<file path="config.mk">
export PLATFORM = sky130hd
export DESIGN_NAME = bcd_decoder_flat
export DESIGN_NICKNAME = d
export VERILOG_FILES = /design/src/rtl/bcd_decoder_if.sv /design/src/rtl/bcd_decoder.sv /design/src/flat_wrapper.sv
export SDC_FILE = /design/constraint.sdc
export NUM_CORES = 1
export LEC_CHECK = 0
export ABC_CLOCK_PERIOD_IN_PS = 1910
export CAP_MARGIN = 15
export CORE_MARGIN = 4
export CORE_UTILIZATION = 26
export CTS_BUF_LIST = sky130_fd_sc_hd__clkbuf_8
export CTS_CLUSTER_DIAMETER = 50
export DETAILED_ROUTE_END_ITERATION = 6
export HOLD_SLACK_MARGIN = 0.15
export PLACE_DENSITY = 0.44
export REMOVE_ABC_BUFFERS = 1
export SLEW_MARGIN = 15
export SYNTH_ARGS = -nofsm -noshare
export SYNTH_HDL_FRONTEND = slang
export SYNTH_SLANG_ARGS = --single-unit
</file>
<file path="constraint.sdc">
create_clock -name i_clk -period 1.91 [get_ports i_clk]
set_input_delay 0.382 -clock i_clk [delete_from_list [all_inputs] [get_ports i_clk]]
set_output_delay 0.382 -clock i_clk [all_outputs]
set_load 0.01 [all_outputs]
</file>
<file path="src/rtl/bcd_decoder_if.sv">
// Start/done handshake and data bus between a host and the BCD-to-binary decoder.
interface bcd_decoder_if;
    logic        i_begin_conv;
    logic [15:0] i_bcd;
    logic        o_conv_done;
    logic [15:0] o_binary;
    logic        o_bcd_err;

    modport master (
        output i_begin_conv,
        output i_bcd,
        input  o_conv_done,
        input  o_binary,
        input  o_bcd_err
    );

    modport slave (
        input  i_begin_conv,
        input  i_bcd,
        output o_conv_done,
        output o_binary,
        output o_bcd_err
    );
endinterface

</file>
<file path="src/rtl/bcd_decoder.sv">
// Sequential reverse double-dabble: 4-digit packed BCD to 16-bit binary, one bit per clock.
// Optional BCD_DECODER_DIGIT_CHECK_EN rejects requests containing a nibble above 9.
//
// state    | meaning
// ST_IDLE  | o_conv_done=1, result held, waiting for i_begin_conv
// ST_SHIFT | 16 shift/correct cycles counted by conv_ctr
module bcd_decoder (
    input  logic          i_clk,
    input  logic          i_rst,
    bcd_decoder_if.slave  bus
);
    typedef enum logic {ST_IDLE, ST_SHIFT} state_t;

    state_t      state_q, state_d;
    logic [4:0]  conv_ctr_q, conv_ctr_d;
    logic [31:0] work_q, work_d;
    logic [15:0] binary_q, binary_d;
    logic        bcd_err_q, bcd_err_d;

    logic [31:0] shifted;
    logic [31:0] corrected;
    logic        digit_bad;

    // Shift right, then pull 3 out of every BCD nibble that reached 8 or more.
    always_comb begin
        shifted   = {1'b0, work_q[31:1]};
        corrected = shifted;
        for (int k = 0; k < 4; k++) begin
            if (shifted[16 + 4*k +: 4] >= 4'd8)
                corrected[16 + 4*k +: 4] = shifted[16 + 4*k +: 4] - 4'd3;
        end
    end

`ifdef BCD_DECODER_DIGIT_CHECK_EN
    always_comb begin
        digit_bad = 1'b0;
        for (int k = 0; k < 4; k++) begin
            if (bus.i_bcd[4*k +: 4] > 4'd9)
                digit_bad = 1'b1;
        end
    end
`else
    assign digit_bad = 1'b0;
`endif

    always_ff @(posedge i_clk) begin
        if (i_rst) begin
            state_q    <= ST_IDLE;
            conv_ctr_q <= 5'd0;
            work_q     <= 32'd0;
            binary_q   <= 16'd0;
            bcd_err_q  <= 1'b0;
        end else begin
            state_q    <= state_d;
            conv_ctr_q <= conv_ctr_d;
            work_q     <= work_d;
            binary_q   <= binary_d;
            bcd_err_q  <= bcd_err_d;
        end
    end

    always_comb begin
        state_d    = state_q;
        conv_ctr_d = conv_ctr_q;
        work_d     = work_q;
        binary_d   = binary_q;
        bcd_err_d  = bcd_err_q;
        case (state_q)
            ST_IDLE: begin
                if (bus.i_begin_conv) begin
                    if (digit_bad) begin
                        // Rejected request completes in place; done never drops.
                        bcd_err_d = 1'b1;
                        binary_d  = 16'hFFFF;
                    end else begin
                        state_d    = ST_SHIFT;
                        work_d     = {bus.i_bcd, 16'd0};
                        conv_ctr_d = 5'd0;
                        binary_d   = 16'd0;
                        bcd_err_d  = 1'b0;
                    end
                end
            end
            ST_SHIFT: begin
                work_d     = corrected;
                conv_ctr_d = conv_ctr_q + 5'd1;
                if (conv_ctr_q == 5'd15) begin
                    binary_d   = corrected[15:0];
                    conv_ctr_d = 5'd0;
                    state_d    = ST_IDLE;
                end
            end
            default: state_d = ST_IDLE;
        endcase
    end

    assign bus.o_conv_done = (state_q == ST_IDLE);
    assign bus.o_binary    = binary_q;
    assign bus.o_bcd_err   = bcd_err_q;
endmodule

</file>
<file path="src/flat_wrapper.sv">
// flat-port wrapper written by rule: the top's interface ports become plain ports
module bcd_decoder_flat 
  (i_clk, i_rst, bus_i_begin_conv, bus_i_bcd, bus_o_conv_done, bus_o_binary, bus_o_bcd_err);
  bcd_decoder_if bus_i ();
  input  logic i_clk;
  input  logic i_rst;
  input wire logic [$bits(bus_i.i_begin_conv)-1:0] bus_i_begin_conv;
  input wire logic [$bits(bus_i.i_bcd)-1:0] bus_i_bcd;
  output wire logic [$bits(bus_i.o_conv_done)-1:0] bus_o_conv_done;
  output wire logic [$bits(bus_i.o_binary)-1:0] bus_o_binary;
  output wire logic [$bits(bus_i.o_bcd_err)-1:0] bus_o_bcd_err;
  assign bus_i.i_begin_conv = bus_i_begin_conv;
  assign bus_i.i_bcd = bus_i_bcd;
  assign bus_o_conv_done = bus_i.o_conv_done;
  assign bus_o_binary = bus_i.o_binary;
  assign bus_o_bcd_err = bus_i.o_bcd_err;
  bcd_decoder u_core (.i_clk(i_clk), .i_rst(i_rst), .bus(bus_i));
endmodule
</file>
# ---- Word-level counts from Yosys, hierarchy flattened
# Cells that the tools add are included.
dict set report word_totals {
  wordCells 30
  reg_bits 54
  input_bits 19
}
dict set report classes {
  addsub 4
  magnitude_cmp 3
  bitwise 1
  n_eq_ne 3
  n_mux 14
  reduce_logical 1
}
# op n
set ops {}
lappend ops {{32-bit one-hot mux with 2 select lines} 1}
lappend ops {{16-bit two-way mux} 2}
lappend ops {{32-bit two-way mux} 1}
lappend ops {{16-bit one-hot mux with 2 select lines} 1}
lappend ops {{4-bit >= comparator, second input constant} 3}
lappend ops {{4-bit two-way mux} 3}
lappend ops {{4-bit by 2-bit subtractor with 4-bit output, second input constant} 3}
lappend ops {{5-bit two-way mux} 2}
lappend ops {{5-bit one-hot mux with 2 select lines} 1}
lappend ops {{5-bit by 1-bit adder with 5-bit output, second input constant} 1}
lappend ops {{5-bit by 4-bit equality test with 1-bit output, second input constant} 1}
lappend ops {{2-bit != test, second input constant} 2}
lappend ops {{1-bit two-way mux} 2}
lappend ops {{1-bit one-hot mux with 2 select lines} 1}
lappend ops {{2-bit AND reduction} 1}
lappend ops {{1-bit NOT} 1}

# ---- Depth between registers and ports, before layout
# Gate-level depths: netlist of run 1.
dict set report depth {
  word_depth 3
  depth_mapped 6
  mapped_depth_nobuf 4
}

# ---- Worst setup path after synthesis of run 1
# Ideal clock, no wire load.
dict set report synth_path {
  kind {flip-flop to flip-flop}
  from {register u_core.conv_ctr_q[0]}
  to {register u_core.binary_q[10] (netlist: u_core.bus.o_binary[10])}
  setup_ns 0.116
  arrival_time_ns 1.410
  synth_period_minus_slack_ns 1.526
  path_stages_with_launch 7
  path_buffers 2
  path_slack_ns 0.384
  required_time_ns 1.794
  cell_sequence {dfxtp_1 ha_1 nand4_4 or2_1 buf_6 buf_6 a31o_1}
}
dict set report synth_via {
  elab_chain_len 3
}
# item line
set synth_lines {}
lappend synth_lines {{start: declaration} bcd_decoder.sv:15} ;# logic [4:0] conv_ctr_q, conv_ctr_d;
lappend synth_lines {{start signal: assignment} bcd_decoder.sv:55} ;# conv_ctr_q <= conv_ctr_d;
lappend synth_lines {{5-bit by 4-bit equality test with 1-bit output} bcd_decoder.sv:87} ;# if (conv_ctr_q == 5'd15) begin
lappend synth_lines {{2-bit != test (no line)} --}
lappend synth_lines {{2-bit AND reduction (no line)} --}
lappend synth_lines {{end signal: assignment} bcd_decoder.sv:57} ;# binary_q <= binary_d;
lappend synth_lines {{end: declaration} bcd_decoder.sv:17} ;# logic [15:0] binary_q, binary_d;
# Every way passes these cells.
# A chain may end at the register's enable or synchronous reset.

# ---- Worst setup path in the final report of run 1
dict set report layout_path {
  from {register u_core.state_q}
  to {output bus_o_conv_done}
}
dict set report layout_via {
  elab_chain_len 1
}
# item line
set layout_lines {}
lappend layout_lines {{start: declaration} bcd_decoder.sv:14} ;# state_t state_q, state_d;
lappend layout_lines {{start signal: assignment} bcd_decoder.sv:54} ;# state_q <= state_d;
lappend layout_lines {{1-bit NOT} bcd_decoder.sv:97} ;# assign bus.o_conv_done = (state_q == ST_IDLE);
lappend layout_lines {{end: declaration} flat_wrapper.sv:9} ;# output wire logic [$bits(bus_i.o_conv_done)-1:0] bus_o_conv_done;
# Every way passes these cells.

==> results.cfg, run 1 <==
[run_status]
status = complete, no violations

[logic_synthesis]
yosys_warnings = 0
yosys_most_used_dff = dfxtp_1
synth.top_cells.by_area = dfxtp_1 44%, nor4b_1 5.7%, a21oi_1 5.3%
yosys.area_share.simple_pct = 19.8
synth_top_area_share_pct = 43.5
synthXorXnorAreaFrac_pct = 2.15
synthCells = 256
synth_commonest_cells = 53 x dfxtp_1, 26 x a21oi_1, 20 x nor2_1
synth_cell_type_count = 35
synth_seq_area_share_pct = 43.5
async_reset_ff_share_pct = 0
synth_top_family_by_area = simple AND/OR/NAND/NOR gates
synthAdderAreaFrac_pct = 3.59
synth_compound_gate_area_share_pct = 19.2
ys_seq_elements = 53
syn-mean-instance-area_um2 = 9.53
synth.mux.area_fraction_pct = 5.49
syn_area_um2 = 2440
synth-edff-count = 0
synth.most_common_cell = dfxtp_1
yosysTopAreaCell = dfxtp_1

[clocking]
cts.sinks = 53
postCtsSetupRepairBufs = 0
clkLatencyLatePin_ns = 0.30
cts_tree = built
cts-root-buf = clkbuf_8
cts_hold_buf = 0
numCtsBuffers = 5
clk_pin_slew_ns = 0.09
cts_resized = 0
h-tree-depth = 2
clk_path_buf_depth = 2

[timing]
timing.fmax_mhz = 563
fin_crit_sh_pct = 93.0
worstMarginPinSlew_ns = 0.815
finalSetupViolCount = 0
maxSlewViolCount = 0
relSlewSlack_pct = 45.7
rsz0062_at_grt = false
fin_tns_setup_ns = 0
skew_ns = 0.00563
final_hold_viol_count = 0
fin_crit_ns = 1.78
worst_slack_ns = 0.134

[finish]
final_layout_size_suffix_gt1_share_pct = 10.9
n_antenna_cell = 0
areaGrowthSynthToFinish_pct = 23.2
utilization_pct = 32.7
final_net_count = 310

[routing]
vias = 1890
drtAntennaViolNets = 0
drc_errors = 0
vias_per_cell = 4.78
wl_per_cell_um = 14.0
drtIter0Drc = 45
wl_um = 5540
drtPass1Iterations = 6

[power_and_ir_drop]
irDropWorstVdd_uv = 343
power_density_nw_per_um2 = 723
p_leak_nw = 1.13
total_power_mw = 2.17

[worst_setup_path]
reg2reg_depth = 4
path_cells = inv_1 > clkdlybuf4s50_1
timing.rr.start = u_core.conv_ctr_q[0]
required_ns = 1.53
rrSetupSlack_ns = 0.27
startpoint = u_core.state_q
crit_arrival_ns = 1.39
critPathBufInv = 2
cp-start-kind = flop
critPathSlowestCell = clkdlybuf4s50_1
timing.rr.end = u_core.bus.o_binary[15]
crit_type = reg2out
crit_path_max_fanout = 5
critPathTopFamily = buffers and inverters
crit_path_end_kind = output pin
max_stage_delay_ns = 0.53

[hold_path]
min_path_cells = 2
whs_endpoint = u_core.work_q[30]
min_from = i_rst
hold_path_class = in2reg

[grt]
grt_max_degree = 33
grt_pass1_wl_um = 9050
antenna_found_initial = 0
grt_pass1_vias = 1801
overflow = 0
grt.total_usage_pct = 9.98

[floorplanning]
core_um2 = 9200
pin_count = 37
die_x_um = 105
die_h_um = 105
initial_core_util_pct = 26.5
num_rows = 35
die_area_um2 = 11000

[place]
pre_cts_ws_ns = 0.285
port_buffers = 35
finalWeightedCongestion = 0.677
hpwl_um = 3610

[run]
maxCapViolCount = 0
## metal layers
| metal | GRT usage, % | vias up | routed length [um] |
|---|---|---|---|
| li1 | - | 972 | - |
| met1 | 13.5 | 880 | 2870 |
| met2 | 16.2 | 36 | 2520 |
| met3 | 2.35 | 2 | 133 |
| met4 | 2.25 | 0 | 12 |
| met5 | 0 | - | 0 |
## state kept, by name, indices dropped and copies added (netlist names)
register,count
u_core.state_q,1
u_core.conv_ctr_q,5
u_core.work_q,31
u_core.bus.o_binary,16
## metrics by stage
step,area [um2],instances,hold WS (ns)
floorplan,2320,232,0.423
global placement,2900,388,0.439
detailed placement,2900,388,0.450
CTS,3000,395,0.439
global route,3000,395,0.451
finish,3000,395,0.438
## cell families (layout without fill, tap and decap cells)
group,count (synthesis),count (layout)
and+or+nand+nor,78,78
AOI/OAI and AO/OA,66,66
DFF,53,53
buffers and inverters,32,60
muxes,13,13
adders and majority gates,7,7
xor gates and xnor gates,6,6
other,1,1
## layout by cell type (no fill, tap or decap), types with 5 or more instances in the layout
cell type,count
a31o_2,7
nor4b_1,16
nor2_1,20
clkdlybuf4s50_1,33
a21oi_1,26
clkbuf_8,5
mux2i_1,10
nand2_1,13
dfxtp_1,53
nor3b_1,17
buf_4,8
a211oi_1,13
inv_1,8
a31o_1,9
o211a_1,6
ha_1,7
## power by group
group	switching (mW)	leakage, nW	internal [mW]	total (mW)
clock network	0.369	0.0540	0.382	0.751
logic	0.127	0.647	0.122	0.249
registers	0.0346	0.431	1.14	1.17
## cell type report
| type | instances | area [um2] |
|---|---|---|
| inverter | 8 | 30.0 |
| multi-input combinational | 171 | 1230 |
| clock buffer | 5 | 68.8 |
| clock inverter | 2 | 35.0 |
| fill | 990 | 6190 |
| sequential | 53 | 1060 |
| tap | 111 | 139 |
| timing repair buffer | 45 | 440 |
## worst max-delay path by stage
| stage | slack [ns] | cells after the start | endpoint |
|---|---|---|---|
| floorplan | -0.66 | 3 | u_core.bus.o_binary[0] |
| finish | 0.13 | 2 | bus_o_conv_done |
| global placement | 0.29 | 4 | u_core.bus.o_binary[14] |
| detailed placement | 0.29 | 4 | u_core.bus.o_binary[15] |
| global route | 0.08 | 2 | bus_o_conv_done |
| CTS | 0.13 | 2 | bus_o_conv_done |
## worst register-to-register path, cell delays in order, from the launching register on
cell,delay [ns]
dfxtp_1,0.38
ha_1,0.27
nand4_4,0.11
or2_1,0.45
a31o_2,0.33
(Power assumes the default switching activity.)
==> inputs of run 2 (changes only) <==
--- a/config.mk
+++ b/config.mk
@@ -7,7 +7,7 @@
 export LEC_CHECK = 0
 export ABC_CLOCK_PERIOD_IN_PS = 1910
 export CAP_MARGIN = 15
-export CORE_MARGIN = 4
+export CORE_MARGIN = 10
 export CORE_UTILIZATION = 26
 export CTS_BUF_LIST = sky130_fd_sc_hd__clkbuf_8
 export CTS_CLUSTER_DIAMETER = 50
==> run 2 against run 1 <==
Net effect: clock power is 7.2% higher; core utilization is 0.095 points lower; critical path depth stayed put; highest routed layer unchanged; count of clock-buffer cells in the layout is 1 higher; first-iteration DRC count is 76% higher; global-route usage is 1.4 points lower; routed wire length is 2.9% higher; die area is 24% higher; non-clock buffer count stayed put; combinational power is 4% lower; critical endpoint unchanged; setup slack worse by 0.014 ns; via count is 0.48% lower.
==> results.cfg, run 2 (same netlist as run 1, synthesis figures left out) <==
[power_and_ir_drop]
combPwrFrac_pct = 10.8
p_sw_mw = 0.539
irDropWorstVdd_uv = 496
pwr-share-seq_pct = 52.9
p_int_mw = 1.68
swShare_pct = 24.3
clkPwrFrac_pct = 36.3
power_density_nw_per_um2 = 741
p_leak_nw = 1.13

[timing]
maxSlewViolCount = 0
skew_ns = 0.0111
final_hold_viol_count = 0
relSlewSlack_pct = 45.5
worstMarginPinSlew_ns = 0.818
timing.fmax_mhz = 559
rsz0062_at_grt = false
worst_slack_ns = 0.120
fin_crit_sh_pct = 93.7
finalSetupViolCount = 0
fin_crit_ns = 1.79

[routing]
drtIter0Drc = 79
wl_um = 5710
vias = 1881
drtPass1Iterations = 4
wl_per_cell_um = 14.4
drc_errors = 0
vias_per_cell = 4.75
drtAntennaViolNets = 0

[floorplanning]
die_h_um = 117
die_x_um = 117
core_um2 = 9200
num_rows = 35
die_area_um2 = 13700
pin_count = 37
initial_core_util_pct = 26.5

[place]
pre_cts_ws_ns = 0.210
finalWeightedCongestion = 0.665
hpwl_um = 3850
port_buffers = 35

[worst_setup_path]
crit_path_max_fanout = 5
crit_path_end_kind = output pin
required_ns = 1.53
crit_arrival_ns = 1.41
crit_type = reg2out
cp-start-kind = flop
critPathSlowestCell = clkdlybuf4s50_1
path_cells = inv_1 > clkdlybuf4s50_1
max_stage_delay_ns = 0.53

[finish]
largest_reg_flops = 31
n_antenna_cell = 0
layout_commonest_cell = dfxtp_1
regMostFlops = u_core.work_q
layout_common_cells = 53 x dfxtp_1, 33 x clkdlybuf4s50_1, 26 x a21oi_1
utilization_pct = 32.6
final_net_count = 310
final_layout_size_suffix_gt1_share_pct = 11.2
areaGrowthSynthToFinish_pct = 22.8

[clocking]
clk_path_buf_depth = 2
cts_tree = built
cts.sinks = 53
clkLatencyLatePin_ns = 0.31
numCtsBuffers = 5
cts-root-buf = clkbuf_8
cts_hold_buf = 0
clk_pin_slew_ns = 0.09
h-tree-depth = 2
postCtsSetupRepairBufs = 0
cts_resized = 0

[grt]
grt_pass1_vias = 1808
grt_max_degree = 47
antenna_found_initial = 0
grt_pass1_wl_um = 9600
grt.total_usage_pct = 8.62
overflow = 0

[run]
maxCapViolCount = 0

[hold_path]
hold_path_class = in2reg

[run_status]
status = complete, no violations
## run 2: area by class of cell
type / count / area [um2]
well taps: 111 / 139
flip-flops and latches: 53 / 1060
multi-input cells: 171 / 1230
repair buffers: 45 / 415
inverters: 8 / 30.0
clock buffers: 6 / 82.6
fillers: 974 / 6200
clock inverters: 2 / 37.5
## run 2: stage by stage
stage               cell area (um2)  TNS [ns]  hold slack, ns  total power, mW  cells
CTS                            3000         0           0.443             2.26    396
finish                         3000         0           0.448             2.22    396
floorplan                      2320    -15.08           0.423             1.32    232
detailed placement             2880         0           0.447             1.44    388
global placement               2880         0           0.445             1.44    388
global route                   3000         0           0.473             2.32    396
## run 2: power by group through the flow
stage | logic [mW] | clock network [mW] | registers [mW]
2_1_floorplan | 0.120 | 0 | 1.20
3_3_place_gp | 0.244 | 0 | 1.20
3_5_place_dp | 0.245 | 0 | 1.20
4_1_cts | 0.246 | 0.841 | 1.17
5_1_grt | 0.273 | 0.871 | 1.18
6_report | 0.240 | 0.805 | 1.17
## run 2: metal layers
| metal | global-route usage (%) | vias to the layer above | wire [um] |
|---|---|---|---|
| li1 | - | 973 | - |
| met1 | 12.2 | 871 | 2930 |
| met2 | 12.4 | 33 | 2430 |
| met3 | 2.65 | 4 | 296 |
| met4 | 1.98 | 0 | 48 |
| met5 | 0 | - | 0 |
## run 2: worst paths after layout
path,slack [ns],startpoint,cells past startpoint,end
max reg2reg,0.24,u_core.conv_ctr_q[0],4,u_core.bus.o_binary[0]
min reg2reg,0.46,u_core.work_q[30],2,u_core.work_q[29]
min,0.45,i_rst,2,u_core.work_q[1]
max,0.12,u_core.state_q,2,bus_o_conv_done
## run 2: worst max-delay path: cells and delay by family (launching register included)
family	cells	cell delay, ns
DFF	1	0.46
buffers and inverters	2	0.65
